**src/rtl/snoop_receptor_if.sv**
```systemverilog
`default_nettype none
// ============================================================================
// Module   : snoop_receptor_if
// Purpose  : Groups the coherence-bus snoop channel and the memory write-back
//            channel of the snoop receptor.
// Ports    : snoop_valid/snoop_ready/snoop_op/snoop_addr - incoming bus message
//            wb_valid/wb_ready/wb_addr/wb_data           - write-back request
// Modports : slave  - the receptor (consumes snoops, produces write-backs)
//            master - the bus/memory side
// Revision : 1.0 - initial release
// ============================================================================
interface snoop_receptor_if #(
    parameter int IDX_W  = 2,
    parameter int TAG_W  = 4,
    parameter int DATA_W = 8
);
    logic                     snoop_valid;
    logic                     snoop_ready;
    logic [1:0]               snoop_op;
    logic [IDX_W+TAG_W-1:0]   snoop_addr;

    logic                     wb_valid;
    logic                     wb_ready;
    logic [IDX_W+TAG_W-1:0]   wb_addr;
    logic [DATA_W-1:0]        wb_data;

    modport slave (
        input  snoop_valid, snoop_op, snoop_addr, wb_ready,
        output snoop_ready, wb_valid, wb_addr, wb_data
    );

    modport master (
        output snoop_valid, snoop_op, snoop_addr, wb_ready,
        input  snoop_ready, wb_valid, wb_addr, wb_data
    );
endinterface
`default_nettype wire

```
**src/rtl/snoop_receptor.sv**
```systemverilog
`default_nettype none
// ============================================================================
// Module   : snoop_receptor
// Purpose  : Bus side of a snooping coherence protocol. Owns the state, tag
//            and data of a small direct-mapped cache, applies transitions
//            caused by remote bus messages and issues a write-back when a
//            remote miss hits a locally exclusive (dirty) line.
// Ports    : clock, reset   - rising-edge clock, asynchronous active-high reset
//            bus            - snoop channel + write-back channel (interface)
//            local_*        - local processor line write
//            probe_*        - combinational read of one line's state and tag
//            hit_count      - saturating count of snoop hits
//            protocol_err   - sticky: invalidate seen on an exclusive line
// Revision : 1.0 - initial release
// ============================================================================
module snoop_receptor #(
    parameter int IDX_W  = 2,
    parameter int TAG_W  = 4,
    parameter int DATA_W = 8
) (
    input  logic              clock,
    input  logic              reset,
    snoop_receptor_if.slave   bus,
    input  logic              local_we,
    input  logic [IDX_W-1:0]  local_index,
    input  logic [TAG_W-1:0]  local_tag,
    input  logic [1:0]        local_state,
    input  logic [DATA_W-1:0] local_data,
    input  logic [IDX_W-1:0]  probe_index,
    output logic [1:0]        probe_state,
    output logic [TAG_W-1:0]  probe_tag,
    output logic [7:0]        hit_count,
    output logic              protocol_err
);
    localparam int LINES  = 2**IDX_W;
    localparam int ADDR_W = IDX_W + TAG_W;

    localparam logic [1:0] OP_READ_MISS  = 2'b00;
    localparam logic [1:0] OP_WRITE_MISS = 2'b01;
    localparam logic [1:0] OP_INVALIDATE = 2'b10;

    localparam logic [1:0] ST_INVALID    = 2'b00;
    localparam logic [1:0] ST_EXCLUSIVE  = 2'b01;
    localparam logic [1:0] ST_SHARED     = 2'b10;

    typedef enum logic [1:0] {
        IDLE      = 2'd0,
        LOOKUP    = 2'd1,
        WRITEBACK = 2'd2
    } fsm_t;

    fsm_t state;
    fsm_t state_next;

    logic [1:0]        line_state [LINES];
    logic [TAG_W-1:0]  line_tag   [LINES];
    logic [DATA_W-1:0] line_data  [LINES];

    logic [1:0]        lat_op;
    logic [ADDR_W-1:0] lat_addr;
    logic [IDX_W-1:0]  lat_idx;
    logic [TAG_W-1:0]  lat_tag;
    logic              hit;

    // Control decoded by the FSM and applied by the datapath register block
    logic       accept;
    logic       local_apply;
    logic       upd_en;
    logic [1:0] upd_val;
    logic       load_wb;
    logic       hit_inc;
    logic       err_set;

    assign lat_idx = lat_addr[IDX_W-1:0];
    assign lat_tag = lat_addr[ADDR_W-1:IDX_W];
    assign hit     = (line_tag[lat_idx] == lat_tag) && (line_state[lat_idx] != ST_INVALID);

    assign probe_state = line_state[probe_index];
    assign probe_tag   = line_tag[probe_index];

    // ------------------------------------------------------------------
    // FSM state register
    // ------------------------------------------------------------------
    always_ff @(posedge clock or posedge reset) begin
        if (reset) begin
            state <= IDLE;
        end else begin
            state <= state_next;
        end
    end

    // ------------------------------------------------------------------
    // FSM next state and control decode
    // ------------------------------------------------------------------
    always_comb begin
        state_next      = state;
        bus.snoop_ready = 1'b0;
        bus.wb_valid    = 1'b0;
        accept          = 1'b0;
        local_apply     = 1'b0;
        upd_en          = 1'b0;
        upd_val         = ST_INVALID;
        load_wb         = 1'b0;
        hit_inc         = 1'b0;
        err_set         = 1'b0;

        case (state)
            IDLE: begin
                // A local write owns the array this cycle; the snoop waits.
                bus.snoop_ready = !local_we;
                local_apply     = local_we;
                if (bus.snoop_valid && !local_we) begin
                    accept     = 1'b1;
                    state_next = LOOKUP;
                end
            end

            LOOKUP: begin
                state_next = IDLE;
                if (hit) begin
                    hit_inc = 1'b1;
                    case (lat_op)
                        OP_READ_MISS: begin
                            if (line_state[lat_idx] == ST_EXCLUSIVE) begin
                                load_wb    = 1'b1;
                                state_next = WRITEBACK;
                            end
                        end
                        OP_WRITE_MISS: begin
                            if (line_state[lat_idx] == ST_EXCLUSIVE) begin
                                load_wb    = 1'b1;
                                state_next = WRITEBACK;
                            end else begin
                                upd_en  = 1'b1;
                                upd_val = ST_INVALID;
                            end
                        end
                        OP_INVALIDATE: begin
                            // Nobody else may hold a copy of an exclusive line,
                            // so a remote invalidate of one is a protocol error.
                            upd_en  = 1'b1;
                            upd_val = ST_INVALID;
                            err_set = (line_state[lat_idx] == ST_EXCLUSIVE);
                        end
                        default: ;
                    endcase
                end
            end

            WRITEBACK: begin
                bus.wb_valid = 1'b1;
                if (bus.wb_ready) begin
                    upd_en     = 1'b1;
                    upd_val    = (lat_op == OP_READ_MISS) ? ST_SHARED : ST_INVALID;
                    state_next = IDLE;
                end
            end

            default: state_next = IDLE;
        endcase
    end

    // ------------------------------------------------------------------
    // Line array, latched snoop, write-back registers and status
    // ------------------------------------------------------------------
    always_ff @(posedge clock or posedge reset) begin
        if (reset) begin
            for (int i = 0; i < LINES; i++) begin
                line_state[i[IDX_W-1:0]] <= ST_INVALID;
                line_tag[i[IDX_W-1:0]]   <= '0;
                line_data[i[IDX_W-1:0]]  <= '0;
            end
            lat_op       <= '0;
            lat_addr     <= '0;
            bus.wb_addr  <= '0;
            bus.wb_data  <= '0;
            hit_count    <= '0;
            protocol_err <= 1'b0;
        end else begin
            if (local_apply) begin
                // The reserved encoding is stored as invalid.
                line_state[local_index] <= (local_state == 2'b11) ? ST_INVALID : local_state;
                line_tag[local_index]   <= local_tag;
                line_data[local_index]  <= local_data;
            end
            if (upd_en) begin
                line_state[lat_idx] <= upd_val;
            end
            if (accept) begin
                lat_op   <= bus.snoop_op;
                lat_addr <= bus.snoop_addr;
            end
            if (load_wb) begin
                bus.wb_addr <= {line_tag[lat_idx], lat_idx};
                bus.wb_data <= line_data[lat_idx];
            end
            if (hit_inc && (hit_count != 8'hFF)) begin
                hit_count <= hit_count + 8'd1;
            end
            if (err_set) begin
                protocol_err <= 1'b1;
            end
        end
    end
endmodule
`default_nettype wire

```
**src/flat_wrapper.sv**
```systemverilog
// flat-port wrapper written by rule: the top's interface ports become plain ports
module snoop_receptor_flat 
#(
    parameter int IDX_W  = 2,
    parameter int TAG_W  = 4,
    parameter int DATA_W = 8
)
  (clock, reset, local_we, local_index, local_tag, local_state, local_data, probe_index, probe_state, probe_tag, hit_count, protocol_err, bus_snoop_valid, bus_snoop_op, bus_snoop_addr, bus_wb_ready, bus_snoop_ready, bus_wb_valid, bus_wb_addr, bus_wb_data);
  snoop_receptor_if #(.IDX_W(IDX_W), .TAG_W(TAG_W), .DATA_W(DATA_W)) bus_i ();
  input  logic clock;
  input  logic reset;
  input  logic local_we;
  input  logic [IDX_W-1:0] local_index;
  input  logic [TAG_W-1:0] local_tag;
  input  logic [1:0] local_state;
  input  logic [DATA_W-1:0] local_data;
  input  logic [IDX_W-1:0] probe_index;
  output logic [1:0] probe_state;
  output logic [TAG_W-1:0] probe_tag;
  output logic [7:0] hit_count;
  output logic protocol_err;
  input wire logic [$bits(bus_i.snoop_valid)-1:0] bus_snoop_valid;
  input wire logic [$bits(bus_i.snoop_op)-1:0] bus_snoop_op;
  input wire logic [$bits(bus_i.snoop_addr)-1:0] bus_snoop_addr;
  input wire logic [$bits(bus_i.wb_ready)-1:0] bus_wb_ready;
  output wire logic [$bits(bus_i.snoop_ready)-1:0] bus_snoop_ready;
  output wire logic [$bits(bus_i.wb_valid)-1:0] bus_wb_valid;
  output wire logic [$bits(bus_i.wb_addr)-1:0] bus_wb_addr;
  output wire logic [$bits(bus_i.wb_data)-1:0] bus_wb_data;
  assign bus_i.snoop_valid = bus_snoop_valid;
  assign bus_i.snoop_op = bus_snoop_op;
  assign bus_i.snoop_addr = bus_snoop_addr;
  assign bus_i.wb_ready = bus_wb_ready;
  assign bus_snoop_ready = bus_i.snoop_ready;
  assign bus_wb_valid = bus_i.wb_valid;
  assign bus_wb_addr = bus_i.wb_addr;
  assign bus_wb_data = bus_i.wb_data;
  snoop_receptor #(.IDX_W(IDX_W), .TAG_W(TAG_W), .DATA_W(DATA_W)) u_core (.clock(clock), .reset(reset), .bus(bus_i), .local_we(local_we), .local_index(local_index), .local_tag(local_tag), .local_state(local_state), .local_data(local_data), .probe_index(probe_index), .probe_state(probe_state), .probe_tag(probe_tag), .hit_count(hit_count), .protocol_err(protocol_err));
endmodule
```
**config.mk**
```make
export PLATFORM = sky130hd
export DESIGN_NAME = snoop_receptor_flat
export DESIGN_NICKNAME = d
export VERILOG_FILES = /design/src/rtl/snoop_receptor_if.sv /design/src/rtl/snoop_receptor.sv /design/src/flat_wrapper.sv
export SDC_FILE = /design/constraint.sdc
export NUM_CORES = 1
export LEC_CHECK = 0
export ABC_AREA = 1
export CORE_MARGIN = 2
export CORE_UTILIZATION = 60
export CTS_BUF_LIST = sky130_fd_sc_hd__clkbuf_8
export CTS_CLUSTER_SIZE = 20
export DETAILED_ROUTE_END_ITERATION = 16
export PLACE_DENSITY = 0.95
export SLEW_MARGIN = 40
export SYNTH_ARGS = -nofsm -noshare
export SYNTH_HDL_FRONTEND = slang
export SYNTH_SLANG_ARGS = --single-unit
```
**constraint.sdc**
```tcl
create_clock -name clock -period 5.1 [get_ports clock]
set_input_delay 1.275 -clock clock [delete_from_list [all_inputs] [get_ports clock]]
set_output_delay 1.275 -clock clock [all_outputs]
set_load 0.01 [all_outputs]
```
# Word level (Yosys, flattened, before mapping)
# Index checks and enable logic that the tools add are counted.
[op_classes]
bitwise_logic = 3
n_addsub = 1
n_reduce_logical = 11
order_cmp = 5
eq_ne = 10
mux = 58
[op_table]
columns = ["cell", "n"]
rows = [
  ["8-bit two-way mux", 5],
  ["32-bit bitwise mux", 1],
  ["2-bit two-way mux", 15],
  ["4-bit two-way mux", 5],
  ["1-bit two-way mux", 17],
  ["4-bit binary-select mux with 2-bit select", 2],
  ["8-bit binary-select mux with 2-bit select", 1],
  ["16-bit bitwise mux", 1],
  ["8-bit bitwise mux", 2],
  ["8-bit demux with 2-bit select", 1],
  ["3-bit >= comparator (second input constant)", 3],
  ["2-bit NOT with 3-bit output", 3],
  ["8-bit by 1-bit adder with 8-bit output (second input constant)", 1],
  ["2-bit binary-select mux with 2-bit select", 2],
  ["2-bit demux with 2-bit select", 2],
  ["4-bit demux with 2-bit select", 1],
  ["8-bit != test (second input constant)", 1],
  ["2-bit by 1-bit equality test with 1-bit output (second input constant)", 3],
  ["2-bit equality test (second input constant)", 3],
  ["3-bit by 1-bit less-than comparator with 1-bit output (second input constant)", 2],
  ["2-bit case mux with 3 select lines", 1],
  ["1-bit logical AND", 5],
  ["4-bit equality test", 1],
  ["2-bit zero test", 2],
  ["7 further kinds", 8],
]
[word_totals]
elab_cells = 107
ff_bits = 89
out_inout_bits = 31
input_bits = 31

# Logic depth before layout (Yosys ltp)
# Gate-level depths: netlist of the first run.
[depth]
word_depth = 10
ltp_mapped = 16
ltp_nobuf = 14

# Least setup slack after synthesis of the first run
# Ideal clock, no wire load.
[synth_path]
path_type = "input to output"
from = "in probe_index[0]"
to = "out probe_state[1]"
path_slack_ns = 1.940
arrival_ns = 1.885
stages = 4
path_buffers = 1
cell_sequence = "inv_1 -> clkbuf_1 -> o21ai_0 -> o22ai_1"
[synth_between]
elab_chain_len = 4
[synth_lines]
columns = ["element", "line", "source"]
rows = [
  ["start, declared", "flat_wrapper.sv:17", "input logic [IDX_W-1:0] probe_index;"],
  ["2-bit NOT with 3-bit output (not written as such)", "snoop_receptor.sv:78", "assign probe_state = line_state[probe_index];"],
  ["2-bit binary-select mux with 2-bit select", "snoop_receptor.sv:78", ""],
  ["2-bit two-way mux (not written as such) (2 in a row)", "snoop_receptor.sv:78", ""],
  ["end, declared", "flat_wrapper.sv:18", "output logic [1:0] probe_state;"],
]
# No other way between the ends. The select of a mux whose other input is x is not followed.

# Worst setup path after layout of the first run
[layout_path]
from = "in probe_index[0]"
to = "out probe_tag[3]"
[layout_between]
elab_chain_len = 4
[layout_lines]
columns = ["element", "line", "source"]
rows = [
  ["2-bit NOT with 3-bit output (not written as such)", "snoop_receptor.sv:79", "assign probe_tag = line_tag[probe_index];"],
  ["4-bit binary-select mux with 2-bit select", "snoop_receptor.sv:79", ""],
  ["4-bit two-way mux (not written as such) (2 in a row)", "snoop_receptor.sv:79", ""],
  ["end, declared", "flat_wrapper.sv:19", "output logic [TAG_W-1:0] probe_tag;"],
]
# No other way between the ends. The select of a mux whose other input is x is not followed.

==> results of run 1 <==
-- placed cells by master (no fill, tap or decap), types with 6 or more instances in the layout --
master | synthesis | final
nor2_1 | 46 | 44
ha_1 | 7 | 7
nand3_1 | 20 | 19
dfrtp_1 | 89 | 89
o21ai_0 | 63 | 63
a221oi_1 | 8 | 8
o22ai_1 | 6 | 6
clkbuf_8 | 0 | 9
clkdlybuf4s50_1 | 0 | 61
nand2_1 | 154 | 152
inv_1 | 46 | 45
a22o_1 | 8 | 8
a21oi_1 | 24 | 24
-- area by class of cell --
| class | count | area (sq um) |
|---|---|---|
| Clock inverter | 7 | 56.30 |
| Inverter | 50 | 197.7 |
| Timing Repair Buffer | 63 | 625.6 |
| Sequential cell | 89 | 2227 |
| Tap cell | 99 | 123.9 |
| Multi-Input combinational cell | 370 | 1834 |
| Fill cell | 551 | 1948 |
| Clock buffer | 9 | 123.9 |
-- worst paths after layout --
| check | start | to | slack (ns) | cells after the start |
|---|---|---|---|---|
| worst max register to register | u_core.lat_addr[1] | u_core.bus.wb_data[7] | 2.18 | 11 |
| worst min-delay path | u_core.protocol_err | u_core.protocol_err | 0.47 | 1 |
| min in group asynchronous | reset | u_core.line_data[20] | 1.29 | 2 |
| worst max-delay path | probe_index[0] | probe_tag[3] | 0.77 | 5 |
| max in group asynchronous | reset | u_core.hit_count[5] | 3.02 | 3 |
| worst min register to register | u_core.protocol_err | u_core.protocol_err | 0.47 | 1 |
-- logic make-up (layout without fill, tap and decap cells) --
group | count (synthesis) | count (layout) | share of synthesized area, %
AO/OA/AOI/OAI | 121 | 121 | 16.03
XOR/XNOR | 7 | 7 | 1.405
adder cells (fa/ha/maj) | 7 | 7 | 2.007
buffers and inverters | 71 | 129 | 7.282
flip-flops | 89 | 89 | 51.03
multiplexers | 2 | 2 | 0.5160
AND/OR/NAND/NOR | 233 | 233 | 21.73
-- metrics by stage --
step                cells  total power (uW)  setup slack, ns
floorplan             530              1941            1.518
global placement      671              2199           0.9411
detailed placement    671              2275           0.8028
CTS                   687              2725           0.8040
global route          687              2949           0.6691
finish                687              2750           0.7745
-- routing by layer --
metal  wire [um]  vias to the layer above  GRT usage [%]
met4         291                        0          15.33
met1        4361                     1843          36.54
met2        5193                      175          46.67
met5           0                        -              0
met3         660                       29          5.355
li1            -                     1834              -
-- state kept, by name, indices dropped and copies added (netlist names) --
| name | cells |
|---|---|
| u_core.line_data | 32 |
| u_core.line_tag | 16 |
| u_core.bus.wb_data | 8 |
| u_core.hit_count | 8 |
| u_core.line_state | 8 |
| u_core.bus.wb_addr | 6 |
| u_core.lat_addr | 6 |
| u_core.lat_op | 2 |
| u_core.state | 2 |
| u_core.protocol_err | 1 |
-- report_power, final --
| part | internal [uW] | total [uW] | switching, uW |
|---|---|---|---|
| registers | 982 | 1230 | 243 |
| clock network | 181 | 451 | 270 |
| logic | 437 | 1070 | 637 |
==> impl_metrics.tcl, run 1 <==
set metrics [dict create \
    place_area_sq_um 4999 \
    postSynthCellCount 530 \
    status "finished clean" \
    boundaryPins 62 \
    via_count 3881 \
    synth_seq_cells 89 \
    drt-wirelength-per-cell_um 15.29 \
    yosysWarnings 0 \
    synth.distinct_cells 34 \
    cts_root_buffer "clkbuf_8" \
    cp_top_family "buffers and inverters" \
    cts_buffers 9 \
    vias_per_cell 5.649 \
    grt_pass1_wl_um 17220 \
    critPathMaxFanout 13 \
    die_h_um 89.29 \
    hold_viol_final 0 \
    firstDrtPassIters 5 \
    power.density_nw_per_um2 530.0 \
    synth_common_cells "154 x nand2_1, 89 x dfrtp_1, 63 x o21ai_0" \
    synth_area_per_cell_sq_um 8.234 \
    synth_enable_flop_cells 0 \
    drc 0 \
    drt-total-wl_um 10510 \
    post_cts_resized 0 \
    final_util_pct 72.70 \
    crit_path_end_kind "output port" \
    slowest_stage "clkdlybuf4s50_1" \
    worstMarginPinSlew_ns 0.6433 \
    final_area_sq_um 5189 \
    dp_hpwl_um 7158 \
    synth_seq_area_share_pct 51.03 \
    clk_latency_ns 0.37 \
    start_kind "input pin" \
    post-synth-top-count-cell "nand2_1" \
    cp_slowest_stage_delay_ns 0.59 \
    grt_pass1_vias 3782 \
    holdWs_ns 0.4748 \
    cp_cell_sequence "clkdlybuf4s50_1 > inv_1 > o21ai_0 > o22ai_1 > clkdlybuf4s50_1" \
    critPathRequiredTime_ns 3.83 \
    cts.sinks 89 \
    hp-class "flip-flop to flip-flop" \
    fmax_ghz 0.2312 \
    synth_nets 568 \
    cts_tree "built" \
    finalCriticalPeriod_ns 4.325 \
    fin_crit_sh_pct 84.81 \
    grt_max_degree 62 \
    coreArea_sq_um 7137 \
    finalClockSkew_ns 0.009155 \
    cts_buffer_depth 2 \
    ant_nets 0 \
    drive_above_1_share_pct 7.143 \
    ir_drop_mv 0.2432 \
    rsz0062_at_grt "no" \
    slew_violations 0 \
    drv_cap 0 \
    synth_area_leaders "dfrtp_1 51%, nand2_1 13%, o21ai_0 7.2%" \
    fin_tns_setup_ns 0 \
    place.port_buffers 61 \
    netlist_area_sq_um 4364 \
    crit_buf_inv 3 \
    die_x_um 89.29 \
    synth_top_area_share_pct 51.03 \
    grtUsageTotal_pct 28.69 \
    yosysTopAreaCell "dfrtp_1" \
    fin_nets 621 \
    critPathKind "input pin to output port" \
    clk_pin_slew_ns 0.09 \
    rows 31 \
    initial_core_util_pct 61.15 \
    hold_buffers 0 \
    first_iter_violations 408 \
    htreeDepth 3 \
    p_leak_uw 0.002447 \
    maxSlewHeadroom_pct 57.11 \
    antennaDiodeCount 0 \
    antenna_found_initial 0 \
    postCtsSetupBuffers 0 \
    synthFlopType "dfrtp_1" \
    dieArea_sq_um 7972 \
    crit_top_cell "clkdlybuf4s50_1" \
    gp_congestion 0.9210 \
    synthArstFlopShare_pct 100.0 \
    area_growth_pct 18.89 \
    finalSetupViolations 0 \
    cp.arrival_ns 3.05 \
    globalRouteOverflowTotal 0 \
]
No activity file was read; power rests on OpenSTA's default activity.
==> inputs of run 2 (changes only) <==
--- a/config.mk
+++ b/config.mk
@@ -7,11 +7,11 @@
 export LEC_CHECK = 0
 export ABC_AREA = 1
 export CORE_MARGIN = 2
-export CORE_UTILIZATION = 60
+export CORE_UTILIZATION = 57
 export CTS_BUF_LIST = sky130_fd_sc_hd__clkbuf_8
 export CTS_CLUSTER_SIZE = 20
 export DETAILED_ROUTE_END_ITERATION = 16
-export PLACE_DENSITY = 0.95
+export PLACE_DENSITY = 0.92
 export SLEW_MARGIN = 40
 export SYNTH_ARGS = -nofsm -noshare
 export SYNTH_HDL_FRONTEND = slang
==> constraint.sdc (replaced) <==
create_clock -name clock -period 4.45 [get_ports clock]
set_input_delay 1.1125 -clock clock [delete_from_list [all_inputs] [get_ports clock]]
set_output_delay 1.1125 -clock clock [all_outputs]
set_load 0.01 [all_outputs]
==> run 2 against run 1 <==
Flip-flop and latch count unchanged. Utilization decreased by 1.4 points. Via count increased by 0.46%. Global-route usage decreased by 2.5 points. Non-clock buffer count increased by 3. Register-to-register slack got worse by 0.49 ns. Count of clock-buffer cells in the layout unchanged. Sequential share of layout area decreased by 0.33 points. Critical endpoint is now probe_tag[2]. Highest routed layer unchanged.
==> impl_metrics.tcl, run 2 (same netlist as run 1, synthesis figures left out) <==
set metrics [dict create \
    status "finished clean" \
    antenna_found_initial 0 \
    power.internal_uw 1946 \
    largest_register_ffs 32 \
    gp_congestion 0.9033 \
    crit_top_cell "clkdlybuf4s50_1" \
    grtUsageTotal_pct 26.17 \
    critPathKind "input pin to output port" \
    critPathRequiredTime_ns 3.34 \
    fin_nets 624 \
    hold_path_depth 1 \
    grt_pass1_vias 3755 \
    fin_tns_setup_ns 0 \
    power.density_nw_per_um2 619.1 \
    antennaDiodeCount 0 \
    htreeDepth 3 \
    cp.arrival_ns 2.92 \
    swShare_pct 39.88 \
    path_depth 5 \
    worstMarginPinSlew_ns 0.6107 \
    drt-wirelength-per-cell_um 15.07 \
    first_iter_violations 358 \
    combPwrFrac_pct 38.4 \
    dp_hpwl_um 7277 \
    cp_cell_sequence "clkdlybuf4s50_1 > inv_1 > o21ai_0 > o22ai_1 > clkdlybuf4s50_1" \
    crit_path_end_kind "output port" \
    drive_above_1_share_pct 6.961 \
    grt_pass1_wl_um 17370 \
    dp_cells 674 \
    coreArea_sq_um 7331 \
    die_x_um 91.50 \
    globalRouteOverflowTotal 0 \
    dieArea_sq_um 8372 \
    ff2ff_path_depth 10 \
    maxSlewHeadroom_pct 59.29 \
    fin_cells 688 \
    die_h_um 91.50 \
    clk_pin_slew_ns 0.08 \
    postCtsSetupBuffers 0 \
    boundaryPins 62 \
    cts.sinks 89 \
    finalCriticalPeriod_ns 4.035 \
    rows 31 \
    crit_buf_inv 3 \
    fill_cells 525 \
    drc 0 \
    ant_nets 0 \
    via_count 3899 \
    drt-total-wl_um 10370 \
    pre_cts_ws_ns 0.4654 \
    clk_latency_ns 0.35 \
    post_cts_resized 0 \
    cts_buffers 9 \
    critPathMaxFanout 13 \
    area_growth_pct 19.81 \
    place.port_buffers 61 \
    finalClockSkew_ns 0.007913 \
    ir_drop_mv 0.3374 \
    clkPwrFrac_pct 18.3 \
    fmax_ghz 0.2478 \
    finalSetupViolations 0 \
    grt_max_degree 66 \
    cts_root_buffer "clkbuf_8" \
    regMostFlops "u_core.line_data" \
    hold_viol_final 0 \
    cts_buffer_depth 2 \
    final_common_cell "nand2_1" \
    slew_violations 0 \
    cp_top_family "buffers and inverters" \
    final_cell_mix "152 x nand2_1, 89 x dfrtp_1, 63 x o21ai_0, 61 x clkdlybuf4s50_1" \
    worst_slack_ns 0.4145 \
    p_seq_share_pct 43.3 \
    initial_core_util_pct 59.53 \
    cp_slowest_stage_delay_ns 0.71 \
    top_regs "u_core.line_data: 32 flops, u_core.line_tag: 16 flops" \
    drv_cap 0 \
    start_kind "input pin" \
    firstDrtPassIters 5 \
    vias_per_cell 5.667 \
    rsz0062_at_grt "no" \
    hp-class "flip-flop to flip-flop" \
    cts_tree "built" \
    slowest_stage "clkdlybuf4s50_1" \
    fin_crit_sh_pct 90.69 \
    hold_buffers 0 \
    p_switching_uw 1291 \
    p_leak_uw 0.002484 \
]
run 2: worst paths after layout:
path                                          start                  end  slack (ns)
max in group asynchronous                     reset   u_core.lat_addr[1]        2.67
min in group asynchronous                     reset  u_core.hit_count[2]        1.16
worst min-delay path            u_core.protocol_err  u_core.protocol_err        0.47
worst min register to register  u_core.protocol_err  u_core.protocol_err        0.47
worst max register to register   u_core.lat_addr[0]      u_core.state[1]        1.69
worst max-delay path                 probe_index[0]         probe_tag[2]        0.41
run 2: routing by layer:
metal	wire [um]	track usage, %	vias up	share of wire, %
li1	-	-	1835	-
met3	751	3.900	32	7.2
met5	0	0	-	0
met4	319	12.63	0	3.1
met1	4271	34.11	1842	41
met2	5022	42.89	190	48
run 2: area by class of cell:
| cell class | count | area (sq um) | share of cell area (%) |
|---|---|---|---|
| multi-input cells | 370 | 1827 | 34.94 |
| inverters | 50 | 197.7 | 3.781 |
| clock buffers | 9 | 123.9 | 2.369 |
| repair buffers | 66 | 648.1 | 12.40 |
| clock inverters | 5 | 81.33 | 1.555 |
| flip-flops and latches | 89 | 2227 | 42.59 |
| well taps | 99 | 123.9 | 2.369 |
run 2: stage by stage:
stage | hold slack [ns] | utilization (%) | instance area [sq um] | total power [uW]
finish | 0.4731 | 71.33 | 5229 | 3237
global route | 0.5052 | 71.33 | 5229 | 3481
CTS | 0.4794 | 71.22 | 5221 | 3218
detailed placement | 0.4608 | 68.42 | 5016 | 2619
global placement | 0.4549 | 68.37 | 5012 | 2531
floorplan | 0.4530 | - | 4364 | 2225
run 2: worst register-to-register path, stage by stage (launching register included):
cell,delay [ns]
dfrtp_1,0.74
nand2_1,0.20
inv_2,0.24
nand2_1,0.09
nand2_1,0.08
nor2_1,0.05
nand2_1,0.08
nand3_2,0.10
nor2_4,0.24
nand3_2,0.50
o21ai_0,0.36
run 2: power by group through the flow:
stage	Sequential [uW]	Combinational [uW]	Clock [uW]
5_1_grt	1430	1410	636
3_3_place_gp	1380	1150	0
4_1_cts	1390	1230	600
2_1_floorplan	1300	924	0
3_5_place_dp	1400	1220	0
6_report	1400	1240	593
==> inputs of run 3 (changes only) <==
--- a/config.mk
+++ b/config.mk
@@ -11,6 +11,7 @@
 export CTS_BUF_LIST = sky130_fd_sc_hd__clkbuf_8
 export CTS_CLUSTER_SIZE = 20
 export DETAILED_ROUTE_END_ITERATION = 16
+export GPL_TIMING_DRIVEN = 0
 export PLACE_DENSITY = 0.92
 export SLEW_MARGIN = 40
 export SYNTH_ARGS = -nofsm -noshare
==> run 3 against run 2 <==
Non-clock buffer count grew 17. Combinational power is 6% higher. Utilization rose by 1.3 points. Worst hold slack improved by 0.022 ns. Cell count increased by 2.8%. Clock power down 10%. Critical path type unchanged. Largest cell class unchanged.
==> impl_metrics.tcl, run 3 (same netlist as run 1, synthesis figures left out) <==
set metrics [dict create \
    cts_tree "built" \
    dieArea_sq_um 8372 \
    critPathKind "input pin to output port" \
    firstDrtPassIters 5 \
    regMostFlops "u_core.line_data" \
    boundaryPins 62 \
    final_common_cell "nand2_1" \
    p_seq_share_pct 42.3 \
    critPathMaxFanout 10 \
    crit_top_cell "clkdlybuf4s50_1" \
    top_regs "u_core.line_data: 32 flops, u_core.line_tag: 16 flops" \
    clkPwrFrac_pct 16.6 \
    ant_nets 0 \
    initial_core_util_pct 59.53 \
    drive_above_1_share_pct 7.072 \
    rsz0062_at_grt "no" \
    maxSlewHeadroom_pct 52.34 \
    ff2ff_path_depth 16 \
    r2r_start "u_core.lat_addr[0]" \
    antennaDiodeCount 0 \
    cts_buffer_depth 2 \
    finalClockSkew_ns 0.01424 \
    p_leak_uw 0.002514 \
    fill_cells 559 \
    hold_viol_final 0 \
    via_count 3968 \
    cts_root_buffer "clkbuf_8" \
    die_h_um 91.50 \
    wl_met3_um 817 \
    combPwrFrac_pct 41.0 \
    hold_path_depth 2 \
    hold_buffers 0 \
    fin_tns_setup_ns 0 \
    ir_drop_mv 0.3719 \
    slowest_stage "clkdlybuf4s50_1" \
    met1_length_um 4610 \
    highest_layer "met4" \
    place.port_buffers 61 \
    drv_cap 0 \
    grt_max_degree 62 \
    die_x_um 91.50 \
    cp_cell_sequence "clkdlybuf4s50_1 > clkbuf_1 > o21ai_0 > o22ai_1 > clkdlybuf4s50_1" \
    min_to "u_core.line_data[23]" \
    largest_register_ffs 32 \
    rows 31 \
    dp_hpwl_um 7850 \
    drt-total-wl_um 10940 \
    hold_start "u_core.line_data[23]" \
    cp_slowest_stage_delay_ns 0.57 \
    drt-wirelength-per-cell_um 15.48 \
    fin_cells 707 \
    grt_pass1_wl_um 18400 \
    post_cts_resized 0 \
    critPathRequiredTime_ns 3.34 \
    gp_congestion 0.9422 \
    p_switching_uw 1310 \
    met2_length_um 5263 \
    hp-class "flip-flop to flip-flop" \
    cp.arrival_ns 2.89 \
    postCtsSetupBuffers 0 \
    area_growth_pct 21.99 \
    first_iter_violations 306 \
    grtUsageTotal_pct 27.76 \
    globalRouteOverflowTotal 0 \
    finalSetupViolations 0 \
    swShare_pct 40.88 \
    worstMarginPinSlew_ns 0.7122 \
    status "finished clean" \
    power.internal_uw 1894 \
    drc 0 \
    power.density_nw_per_um2 601.8 \
    seq_area_sq_um 2227 \
    antenna_found_initial 0 \
    vias_per_cell 5.612 \
    cts_buffers 9 \
    cts.sinks 89 \
    multi_input_area_sq_um 1819 \
    dp_cells 691 \
    clk_latency_ns 0.36 \
    total_power_uw 3204 \
    clk_pin_slew_ns 0.08 \
    rrSetupSlack_ns 2.23 \
    crit_path_end_kind "output port" \
    start_kind "input pin" \
    fmax_ghz 0.2496 \
    setup.worst_path.start "probe_index[0]" \
    r2r-end "u_core.line_state[5]" \
    slew_violations 0 \
    coreArea_sq_um 7331 \
    grt_pass1_vias 3957 \
    fin_nets 641 \
    finalCriticalPeriod_ns 4.006 \
    final_cell_mix "154 x nand2_1, 89 x dfrtp_1, 63 x o21ai_0, 61 x clkdlybuf4s50_1, 46 x nor2_1" \
    htreeDepth 3 \
    fin_crit_sh_pct 90.03 \
]
run 3: cell count changes in the layout (fill, tap and decap cells not counted), moves of 2 or more:
cell,before,now
buf_4,5,1
bufinv_16,2,0
nand2_2,4,2
buf_6,0,4
clkbuf_1,0,14
nand2_1,152,154
clkinv_4,1,3
run 3: critical path, delay by kind of cell:
family | cells | cell delay (ns)
buf+inv | 3 | 1.45
compound gates | 2 | 0.33
run 3: layout make-up:
type	count	area share, %
Buffer	21	2.350
Clock buffer	10	2.585
Clock inverter	6	1.034
Inverter	50	3.713
Multi-Input combinational cell	370	34.17
Sequential cell	89	41.83
Tap cell	99	2.327
Timing Repair Buffer	62	11.99
run 3: power by group through the flow:
stage | Sequential (uW) | Combinational, uW | Clock [uW]
after CTS | 1350 | 1310 | 533
after floorplan | 1300 | 924 | 0
final | 1360 | 1310 | 533
after global placement | 1340 | 1240 | 0
after global routing | 1390 | 1480 | 573
after detailed placement | 1360 | 1300 | 0
run 3: layer usage:
layer / GRT usage (%) / vias to the layer above
met4: 13.51 / 0
li1: - / 1873
met5: 0 / -
met3: 4.647 / 26
met1: 35.17 / 1896
met2: 46.14 / 173
run 3: through the flow:
| step | utilization [%] | setup slack [ns] | hold slack [ns] | area (sq um) |
|---|---|---|---|---|
| floorplan | - | 1.031 | 0.4530 | 4364 |
| global placement | 69.55 | -0.2032 | 0.4552 | 5099 |
| detailed placement | 69.99 | 0.4632 | 0.4720 | 5131 |
| CTS | 72.62 | 0.4651 | 0.4930 | 5324 |
| global route | 72.62 | 0.3400 | 0.5187 | 5324 |
| finish | 72.62 | 0.4438 | 0.4949 | 5324 |
run 3: how the worst max path moves through the flow:
stage / end / slack (ns) / cells past startpoint
floorplan: u_core.bus.wb_addr[0] / 1.03 / 1
global placement: u_core.line_tag[5] / -0.20 / 2
detailed placement: probe_tag[3] / 0.46 / 5
CTS: probe_tag[3] / 0.47 / 5
global route: probe_tag[0] / 0.34 / 5
finish: probe_tag[3] / 0.44 / 5
